[src/rtl/dmem_store_queue_responder_if.sv]
// Request/response bundle between the load/store unit and the store-queue responder.
// The LSU owns the request fields; the responder owns ready, the load response and queue status.
interface dmem_store_queue_responder_if #(
  parameter int DATA_W   = 16,
  parameter int TAG_W    = 5,
  parameter int SQ_DEPTH = 4
);
  localparam int CW = $clog2(SQ_DEPTH) + 1;

  logic              req_valid_i;
  logic              req_ready_o;
  logic              req_store_i;
  logic [15:0]       req_addr_i;
  logic [DATA_W-1:0] req_data_i;
  logic [TAG_W-1:0]  req_tag_i;
  logic              rsp_valid_o;
  logic [TAG_W-1:0]  rsp_tag_o;
  logic [DATA_W-1:0] rsp_data_o;
  logic [CW-1:0]     sq_count_o;
  logic              sq_empty_o;

  modport master (
    output req_valid_i, req_store_i, req_addr_i, req_data_i, req_tag_i,
    input  req_ready_o, rsp_valid_o, rsp_tag_o, rsp_data_o, sq_count_o, sq_empty_o
  );

  modport slave (
    input  req_valid_i, req_store_i, req_addr_i, req_data_i, req_tag_i,
    output req_ready_o, rsp_valid_o, rsp_tag_o, rsp_data_o, sq_count_o, sq_empty_o
  );
endinterface

[src/rtl/dmem_store_queue_responder.sv]
// Store-queue responder: in-order store buffer draining one entry per cycle into a word array,
// loads forwarded from the youngest matching queued store and answered after two edges.
module dmem_store_queue_responder #(
  parameter int DEPTH    = 8,
  parameter int SQ_DEPTH = 4,
  parameter int DATA_W   = 16,
  parameter int TAG_W    = 5
) (
  input logic                        clock_i,
  input logic                        reset_n_i,
  dmem_store_queue_responder_if.slave bus
);
  localparam int AW = $clog2(DEPTH);
  localparam int PW = $clog2(SQ_DEPTH);
  localparam int CW = PW + 1;

  logic [DATA_W-1:0] mem    [DEPTH];
  logic [AW-1:0]     sq_idx [SQ_DEPTH];
  logic [DATA_W-1:0] sq_dat [SQ_DEPTH];
  logic [PW-1:0]     head;
  logic [PW-1:0]     tail;
  logic [CW-1:0]     sq_count;

  logic              ready;
  logic              acc_p0;
  logic              st_p0;
  logic              vld_p0;
  logic              drain;
  logic [AW-1:0]     idx_p0;
  logic              fwd_hit;
  logic [DATA_W-1:0] fwd_data;
  logic [DATA_W-1:0] data_p0;
  logic              vld_p1;
  logic [TAG_W-1:0]  tag_p1;
  logic [DATA_W-1:0] data_p1;
  logic              vld_p2;
  logic [TAG_W-1:0]  tag_p2;
  logic [DATA_W-1:0] data_p2;
  logic              addr_unused;

  assign ready       = (sq_count < CW'(SQ_DEPTH));
  assign acc_p0      = bus.req_valid_i & ready;
  assign st_p0       = acc_p0 & bus.req_store_i;
  assign vld_p0      = acc_p0 & ~bus.req_store_i;
  assign drain       = (sq_count != '0);
  assign idx_p0      = bus.req_addr_i[AW-1:0];
  assign addr_unused = ^bus.req_addr_i[15:AW];

  // Stage p0: search every live entry, oldest to youngest, so the youngest match wins.
  // The entry draining this edge is still live here, so the array read never misses it.
  always_comb begin
    fwd_hit  = 1'b0;
    fwd_data = '0;
    for (int k = 0; k < SQ_DEPTH; k++) begin
      if ((CW'(k) < sq_count) && (sq_idx[head + PW'(k)] == idx_p0)) begin
        fwd_hit  = 1'b1;
        fwd_data = sq_dat[head + PW'(k)];
      end
    end
  end

  assign data_p0 = fwd_hit ? fwd_data : mem[idx_p0];

  // Queue payload and array contents carry no reset; pointers and count make them live.
  always_ff @(posedge clock_i) begin
    if (st_p0) begin
      sq_idx[tail] <= idx_p0;
      sq_dat[tail] <= bus.req_data_i;
    end
    if (drain) begin
      mem[sq_idx[head]] <= sq_dat[head];
    end
  end

  always_ff @(posedge clock_i or negedge reset_n_i) begin
    if (!reset_n_i) begin
      head     <= '0;
      tail     <= '0;
      sq_count <= '0;
    end else begin
      if (st_p0) tail <= tail + PW'(1);
      if (drain) head <= head + PW'(1);
      case ({st_p0, drain})
        2'b10:   sq_count <= sq_count + CW'(1);
        2'b01:   sq_count <= sq_count - CW'(1);
        default: sq_count <= sq_count;
      endcase
    end
  end

  // Stage p1: load data and tag captured at the accept edge.
  always_ff @(posedge clock_i) begin
    if (vld_p0) begin
      tag_p1  <= bus.req_tag_i;
      data_p1 <= data_p0;
    end
  end

  // Stage p2: response registers hold their last value between completions.
  always_ff @(posedge clock_i or negedge reset_n_i) begin
    if (!reset_n_i) begin
      vld_p1  <= 1'b0;
      vld_p2  <= 1'b0;
      tag_p2  <= '0;
      data_p2 <= '0;
    end else begin
      vld_p1 <= vld_p0;
      vld_p2 <= vld_p1;
      if (vld_p1) begin
        tag_p2  <= tag_p1;
        data_p2 <= data_p1;
      end
    end
  end

  assign bus.req_ready_o = ready;
  assign bus.rsp_valid_o = vld_p2;
  assign bus.rsp_tag_o   = tag_p2;
  assign bus.rsp_data_o  = data_p2;
  assign bus.sq_count_o  = sq_count;
  assign bus.sq_empty_o  = (sq_count == '0);
endmodule
[src/flat_wrapper.sv]
// flat-port wrapper written by rule: the top's interface ports become plain ports
module dmem_store_queue_responder_flat 
#(
  parameter int DEPTH    = 8,
  parameter int SQ_DEPTH = 4,
  parameter int DATA_W   = 16,
  parameter int TAG_W    = 5
)
  (clock_i, reset_n_i, bus_req_valid_i, bus_req_store_i, bus_req_addr_i, bus_req_data_i, bus_req_tag_i, bus_req_ready_o, bus_rsp_valid_o, bus_rsp_tag_o, bus_rsp_data_o, bus_sq_count_o, bus_sq_empty_o);
  dmem_store_queue_responder_if #(.DATA_W(DATA_W), .TAG_W(TAG_W), .SQ_DEPTH(SQ_DEPTH)) bus_i ();
  input logic clock_i;
  input logic reset_n_i;
  input wire logic [$bits(bus_i.req_valid_i)-1:0] bus_req_valid_i;
  input wire logic [$bits(bus_i.req_store_i)-1:0] bus_req_store_i;
  input wire logic [$bits(bus_i.req_addr_i)-1:0] bus_req_addr_i;
  input wire logic [$bits(bus_i.req_data_i)-1:0] bus_req_data_i;
  input wire logic [$bits(bus_i.req_tag_i)-1:0] bus_req_tag_i;
  output wire logic [$bits(bus_i.req_ready_o)-1:0] bus_req_ready_o;
  output wire logic [$bits(bus_i.rsp_valid_o)-1:0] bus_rsp_valid_o;
  output wire logic [$bits(bus_i.rsp_tag_o)-1:0] bus_rsp_tag_o;
  output wire logic [$bits(bus_i.rsp_data_o)-1:0] bus_rsp_data_o;
  output wire logic [$bits(bus_i.sq_count_o)-1:0] bus_sq_count_o;
  output wire logic [$bits(bus_i.sq_empty_o)-1:0] bus_sq_empty_o;
  assign bus_i.req_valid_i = bus_req_valid_i;
  assign bus_i.req_store_i = bus_req_store_i;
  assign bus_i.req_addr_i = bus_req_addr_i;
  assign bus_i.req_data_i = bus_req_data_i;
  assign bus_i.req_tag_i = bus_req_tag_i;
  assign bus_req_ready_o = bus_i.req_ready_o;
  assign bus_rsp_valid_o = bus_i.rsp_valid_o;
  assign bus_rsp_tag_o = bus_i.rsp_tag_o;
  assign bus_rsp_data_o = bus_i.rsp_data_o;
  assign bus_sq_count_o = bus_i.sq_count_o;
  assign bus_sq_empty_o = bus_i.sq_empty_o;
  dmem_store_queue_responder #(.DEPTH(DEPTH), .SQ_DEPTH(SQ_DEPTH), .DATA_W(DATA_W), .TAG_W(TAG_W)) u_core (.clock_i(clock_i), .reset_n_i(reset_n_i), .bus(bus_i));
endmodule
[config.mk]
export PLATFORM = sky130hd
export DESIGN_NAME = dmem_store_queue_responder_flat
export DESIGN_NICKNAME = d
export VERILOG_FILES = /design/src/rtl/dmem_store_queue_responder_if.sv /design/src/rtl/dmem_store_queue_responder.sv /design/src/flat_wrapper.sv
export SDC_FILE = /design/constraint.sdc
export NUM_CORES = 1
export LEC_CHECK = 0
export BUFFER_PORTS_ARGS = -buffer_cell sky130_fd_sc_hd__buf_2
export CORE_UTILIZATION = 30
export CTS_BUF_LIST = sky130_fd_sc_hd__clkbuf_4
export DETAILED_ROUTE_END_ITERATION = 16
export MAX_ROUTING_LAYER = met4
export PLACE_DENSITY = 0.43
export SETUP_SLACK_MARGIN = 0.5
export SLEW_MARGIN = 20
export SYNTH_ARGS = -nofsm -noshare
export SYNTH_HDL_FRONTEND = slang
export SYNTH_SLANG_ARGS = --single-unit
[constraint.sdc]
create_clock -name clock_i -period 3.4 [get_ports clock_i]
set_clock_uncertainty 0.15 [all_clocks]
set_input_delay 0.34 -clock clock_i [delete_from_list [all_inputs] [get_ports clock_i]]
set_output_delay 0.34 -clock clock_i [all_outputs]
set_load 0.01 [all_outputs]
### Word level (Yosys, flattened, before mapping)

Memories as Yosys holds them, arrays and structs flattened.
Cells that the tools add are included.

| operators by class | value |
|---|---|
| $add $sub $neg | 6 |
| magnitude comparators | 5 |
| equality and inequality tests | 6 |
| mux-type cells | 14 |
| bitwise logic cells | 4 |
| reduce and logical (&&, ||, !) cells | 7 |

Operators by type and width:

| kind | number |
|---|---|
| 2-to-1 mux 16 bit | 5 |
| == test 3 bit | 4 |
| 2-to-1 mux 1 bit | 8 |
| less-than comparator 1 x 3 -> 1 bit (first input constant) | 2 |
| less-than comparator 2 x 3 -> 1 bit (first input constant) | 2 |
| case mux 3 bit (2 select lines) | 1 |
| adder 2 x 1 -> 2 bit (second input constant) | 2 |
| adder 2 bit (second input constant) | 2 |
| logical AND 1 bit | 4 |
| adder 3 x 1 -> 3 bit (second input constant) | 1 |
| AND 1 bit | 3 |
| logical NOT 3 bit | 1 |
| less-than comparator 3 bit (second input constant) | 1 |
| nonzero test 3 bit | 1 |
| subtractor 3 x 1 -> 3 bit (second input constant) | 1 |
| == test 2 x 1 -> 1 bit (second input constant) | 1 |
| == test 2 bit (second input constant) | 1 |
| nonzero test 2 bit | 1 |
| NOT 1 bit | 1 |

| word-level totals | value |
|---|---|
| register bits | 51 |
| bits in writable memories | 204 |
| word-level logic and storage cells | 54 |
| memories kept | 3 |

Memories:

| memory | words | bits a word | read ports | clocked after memory_dff | wr ports | line | RTL |
|---|---|---|---|---|---|---|---|
| u_core.mem | 8 | 16 | 1 | 0 | 1 | dmem_store_queue_responder.sv:17 | `logic [DATA_W-1:0] mem [DEPTH];` |
| u_core.sq_dat | 4 | 16 | 4 | 0 | 1 | dmem_store_queue_responder.sv:19 | `logic [DATA_W-1:0] sq_dat [SQ_DEPTH];` |
| u_core.sq_idx | 4 | 3 | 4 | 0 | 1 | dmem_store_queue_responder.sv:18 | `logic [AW-1:0] sq_idx [SQ_DEPTH];` |

### Depth between registers and ports, before layout

An unclocked memory read counts as a cell.

| depth | value |
|---|---|
| depth in word-level cells | 8 |
| gate-level depth with buffers | 10 |
| mapped depth without buffers | 7 |

### Worst setup path before layout

OpenSTA, ideal clock, no wires.

| timing path | value |
|---|---|
| path type | reg-to-reg |
| from | register u_core.sq_count[2] (netlist: u_core.bus.sq_count_o[2]) |
| to | register u_core.data_p1[0] (enable) |
| library setup time | 0.432 ns |
| arrival | 2.113 ns |
| path slack | 0.705 ns |
| cell stages (with the launch flop) | 2 |
| path buffers | 0 |
| period minus slack after synthesis | 2.695 ns |
| cell sequence | dfrtp_1 > nor3b_1 |

| on the way | value |
|---|---|
| cells in the longest elaborated chain, start to end | 3 |

RTL lines:

| what | line | RTL |
|---|---|---|
| start: declaration | dmem_store_queue_responder.sv:22 | `logic [CW-1:0] sq_count;` |
| start signal: assignment | dmem_store_queue_responder.sv:84 | `2'b10: sq_count <= sq_count + CW'(1);` |
| start signal: assignment | dmem_store_queue_responder.sv:85 | `2'b01: sq_count <= sq_count - CW'(1);` |
| start signal: assignment | dmem_store_queue_responder.sv:86 | `default: sq_count <= sq_count;` |
| less-than comparator 3 bit | dmem_store_queue_responder.sv:41 | `assign ready = (sq_count < CW'(SQ_DEPTH));` |
| AND 1 bit | dmem_store_queue_responder.sv:42 | `assign acc_p0 = bus.req_valid_i & ready;` |
| AND 1 bit | dmem_store_queue_responder.sv:44 | `assign vld_p0 = acc_p0 & ~bus.req_store_i;` |
| named net u_core.vld_p0 | dmem_store_queue_responder.sv:27 | `logic vld_p0;` |
| end signal: assignment | dmem_store_queue_responder.sv:95 | `data_p1 <= data_p0;` |
| end: declaration | dmem_store_queue_responder.sv:35 | `logic [DATA_W-1:0] data_p1;` |

The timed path passes the listed nets, and every way through them passes these cells.
A chain may end at the register's enable or synchronous reset.

### Worst setup path after layout

| timing path | value |
|---|---|
| from | register u_core.head[1] |
| to | register u_core.data_p1[10], data pin |

| on the way | value |
|---|---|
| cells in the longest elaborated chain, start to end | 8 |

RTL lines:

| what | line | RTL |
|---|---|---|
| start: declaration | dmem_store_queue_responder.sv:20 | `logic [PW-1:0] head;` |
| start signal: assignment | dmem_store_queue_responder.sv:82 | `if (drain) head <= head + PW'(1);` |
| adder 2 x 1 -> 2 bit / memory (4 x 3 bit) (equally long branches) | - |  |
| memory (4 x 3 bit) / == test 3 bit (equally long branches) | - |  |
| == test 3 bit / logical AND 1 bit (equally long branches) | dmem_store_queue_responder.sv:55 | `if ((CW'(k) < sq_count) && (sq_idx[head + PW'(k)] == idx_p0)) begin` |
| logical AND 1 bit, or another cell as far along | dmem_store_queue_responder.sv:55 |  |
| 2-to-1 mux 16 bit / 2-to-1 mux 1 bit (equally long branches) (3 in series) | dmem_store_queue_responder.sv:55 |  |
| 2-to-1 mux 16 bit * | dmem_store_queue_responder.sv:62 | `assign data_p0 = fwd_hit ? fwd_data : mem[idx_p0];` |
| named net u_core.data_p0[10] | dmem_store_queue_responder.sv:32 | `logic [DATA_W-1:0] data_p0;` |

Mark *: on every way through the listed nets, which the timed path passes. The rest lies on a longest branch.

==> flow_results.org <==
** Run status
- Outcome :: complete, no violations

** Synthesis
- Post-Synthesis Cell Area :: 11900 um2
- Async set-reset flop share out of synthesis :: 0.118
- The share of the Yosys chip area taken by registers is 0.633.
- The synthesized design contains 255 register bits.
- Count of flip-flops with a built-in enable after synthesis :: 225
- Yosys warnings :: 0
- The netlist uses 44 different library cells.
- Primary FF master, synth :: sky130_fd_sc_hd__edfxtp_1
- When the netlist entered floorplanning its net count stood at 805.
- Number of instances in the synthesized netlist :: 755
- Synthesized area per cell :: 15.7 um2

** Die
- In this run the vertical extent of the chip is 201 um.
- After floorplanning, the core was divided into between 70 and 80 placement rows.
- Core Area :: 38800 um2
- The die is 201 um wide.
- The floorplan step defined a die boundary enclosing 40300 um2.
- Top-level port count :: 68
- The initial utilization of the core area, before any placement, comes to 0.305.

** Clocking
- Counting every sink on the clock net gives 255.
- TritonCTS built the clock tree.
- Reg clk slew, reported paths :: 0.07 ns
- CTS placed an instance of sky130_fd_sc_hd__clkbuf_4 at the clock tree root.
- Clock tree synthesis inserted a total of 71 buffers.
- The clock tree synthesis step divided the H-tree into 3 levels.
- The clock reaches the later pin of the worst-skew pair after a little under 0.7 ns.
- Maximum root-to-sink buffer count :: 3

** GRT
- Total global routing track utilization :: 0.153
- Entering global routing, the biggest net connects roughly 120 pins.
- Wire length of the first global-routing pass :: 44.7 mm
- The initial antenna violation count came to 4.
- After global routing the overflow that remains totals 0.
- Number of global-route vias before repair :: 7889

** Place
- At the end of routability-driven placement, the weighted congestion stood at 0.747.
- Port buffering added 54 buffers.
- Total half-perimeter wirelength after legalization and detailed placement :: 18.9 mm

** Worst setup path
- Worst Setup Path Type :: reg -> reg
- The worst setup path is captured at a register.
- Worst path required time :: 3.68 ns
- Data arrives at the worst endpoint at 3.07 ns.
- STA classifies the critical path startpoint as a register.
- Maximum fanout count along the critical path :: 25

** Detailed routing
- The final layout contains routed wiring with a total length of 29.4 mm.
- Per-cell routed wire length :: between 15 and 20 um
- Highest metal layer with signal wires :: met4
- Detailed-routed wire length on met3 :: 1.26 mm
- In the routed design, unresolved DRC markers number 0.
- For this block, the initial DRC count from the detailed router was 304.
- Via count :: 7252
- Remaining antenna violation count :: 0
- DR WL met2 :: about 15 mm
- The pre-antenna-repair detailed-routing pass consisted of 5 iterations.
- Dividing the detail-routed via count by the number of cells gives 4.92.
- Detailed-routing wirelength on met1 :: 12.7 mm

** Finish
- Proportion of layout cells with a drive suffix above 1 :: 0.346
- Measured on the finished design, the core utilization comes to 0.364.
- Number of nets in the layout :: around 950
- Leaving out fill and tap cells, the most frequent cell in the layout is sky130_fd_sc_hd__edfxtp_1.
- The top cell types in the final layout, fill and taps aside, are sky130_fd_sc_hd__edfxtp_1, sky130_fd_sc_hd__clkbuf_4, sky130_fd_sc_hd__mux2_2.
- From synthesis to final layout, the design area changed by 19.2%.

** STA
- Setup repair after global routing could not meet its margin everywhere.
- Headroom to the max-slew limit came out at 0.436.
- Number of setup violations in the final report :: 0
- For the pin with the worst max-slew slack, the measured transition is 0.846 ns.
- Max frequency :: 358 MHz
- Slew Limit Fails :: 0
- Post-layout min period :: ~2.8 ns
- Dividing the final minimum period by the clock period gives 0.822.
- The number of hold violations in the final report came to 0.
- Summed over all failing endpoints, the final setup total negative slack is 0 ns.

** Worst hold path
- Hold Path Class :: in -> async

** Power and ir drop
- IR analysis of the VDD net gives a maximum drop of 0.407 mV.
- Static power due to leakage :: 4.96 nW
- Ratio of total power to cell area :: 895 nW/um2

** Flow run
- The tool flagged a number of max-cap violations equal to 0.
synthesized netlist by cell type, types with 7 or more instances:
master	count	area share
sky130_fd_sc_hd__a31oi_1	12	0.0063
sky130_fd_sc_hd__buf_2	24	0.010
sky130_fd_sc_hd__nor2_1	48	0.015
sky130_fd_sc_hd__nor3b_1	13	0.0082
sky130_fd_sc_hd__ha_1	9	0.0095
sky130_fd_sc_hd__nor2b_1	23	0.012
sky130_fd_sc_hd__xnor2_1	14	0.010
sky130_fd_sc_hd__dfrtp_1	30	0.063
sky130_fd_sc_hd__o211ai_1	13	0.0082
sky130_fd_sc_hd__inv_1	7	0.0022
sky130_fd_sc_hd__a22oi_1	15	0.0095
sky130_fd_sc_hd__nand2_1	9	0.0029
sky130_fd_sc_hd__clkbuf_1	23	0.0073
sky130_fd_sc_hd__o32ai_1	12	0.0089
sky130_fd_sc_hd__edfxtp_1	225	0.57
sky130_fd_sc_hd__mux4_2	42	0.080
sky130_fd_sc_hd__mux2_2	56	0.053
sky130_fd_sc_hd__a211oi_1	23	0.015
sky130_fd_sc_hd__mux2i_1	53	0.045
sky130_fd_sc_hd__o21ai_0	17	0.0072
sky130_fd_sc_hd__nor3_1	7	0.0030
sky130_fd_sc_hd__a21oi_1	30	0.013
where the power goes:
group | total (mW) | leakage (nW) | internal, mW | switching (mW)
registers | 5.04 | 2.40 | 4.67 | 0.369
logic | 4.85 | 2.03 | 2.01 | 2.84
clock network | 2.74 | 0.534 | 1.49 | 1.25
metal layers:
layer,vias to the layer above,GRT usage
met4,0,0.0556
met5,-,-
met2,172,0.257
li1,3335,-
met3,54,0.0356
met1,3691,0.180
final timing paths:
path | slack, ns | endpoint | startpoint | cells past startpoint
min in group clock_i | 0.20 | u_core.tag_p1[4] | bus_req_tag_i[4] | 2
worst max register to register | 0.60 | u_core.data_p1[10] | u_core.head[1] | 7
max in group asynchronous | 2.30 | u_core.head[1] | reset_n_i | 2
worst max-delay path | 0.60 | u_core.data_p1[10] | u_core.head[1] | 7
worst min register to register | 0.33 | u_core.bus.rsp_tag_o[0] | u_core.tag_p1[0] | 1
worst min-delay path | 0.13 | u_core.bus.rsp_tag_o[0] | reset_n_i | 2
area by class of cell:
type,count,area [um2]
clock inverters,26,159
flip-flops and latches,255,7510
clock buffers,98,736
inverters,7,26.3
repair buffers,129,963
multi-input cells,437,4070
fillers,3708,24700
diodes,4,10.0
well taps,518,648
critical path: stages, from the launching register on:
cell	delay [ns]
sky130_fd_sc_hd__dfrtp_4	0.60
sky130_fd_sc_hd__mux4_1	0.62
sky130_fd_sc_hd__xnor2_1	0.22
sky130_fd_sc_hd__and4_1	0.24
sky130_fd_sc_hd__buf_4	0.33
sky130_fd_sc_hd__a22oi_1	0.15
sky130_fd_sc_hd__o211ai_1	0.12
sky130_fd_sc_hd__a31oi_1	0.14
registers in the layout, indices dropped and copies added, names as in the netlist, 2 cells and up:
name	count
u_core.bus.rsp_data_o	16
u_core.head	2
u_core.tail	2
u_core.tag_p1	5
u_core.mem	128
u_core.data_p1	16
u_core.sq_dat	64
u_core.bus.sq_count_o	3
u_core.sq_idx	12
u_core.bus.rsp_tag_o	5
through the flow:
| step | hold WS [ns] | total power [mW] | setup WS [ns] | cell area [um2] | cells |
|---|---|---|---|---|---|
| 2_1_floorplan | -0.106 | 8.26 | 0.705 | 11900 | 755 |
| 3_3_place_gp | 0.305 | 9.78 | 0.508 | 12900 | 1316 |
| 3_5_place_dp | 0.322 | 9.99 | 0.500 | 12900 | 1316 |
| 4_1_cts | 0.0581 | 12.8 | 0.547 | 14100 | 1467 |
| 5_1_grt | 0.121 | 13.5 | 0.483 | 14100 | 1474 |
| 6_report | 0.126 | 12.6 | 0.604 | 14100 | 1474 |
what timing repair did:
action / CTS / global route
hold endpoints to repair: 114 / 0
gates resized for setup: 0 / 6
hold buffers: 27 / 0
endpoints found under the setup margin: 0 / 11
setup buffers: 0 / 3
logic make-up after synthesis:
logic type	after synthesis	share of synthesized area
multiplexers	153	0.182
buffers and inverters	63	0.0264
flip-flops	255	0.633
XOR/XNOR	18	0.0152
AND/OR/NAND/NOR	124	0.0585
adder cells (fa/ha/maj)	9	0.00950
AO/OA/AOI/OAI	133	0.0748
Power figures use the tool's default switching activity.
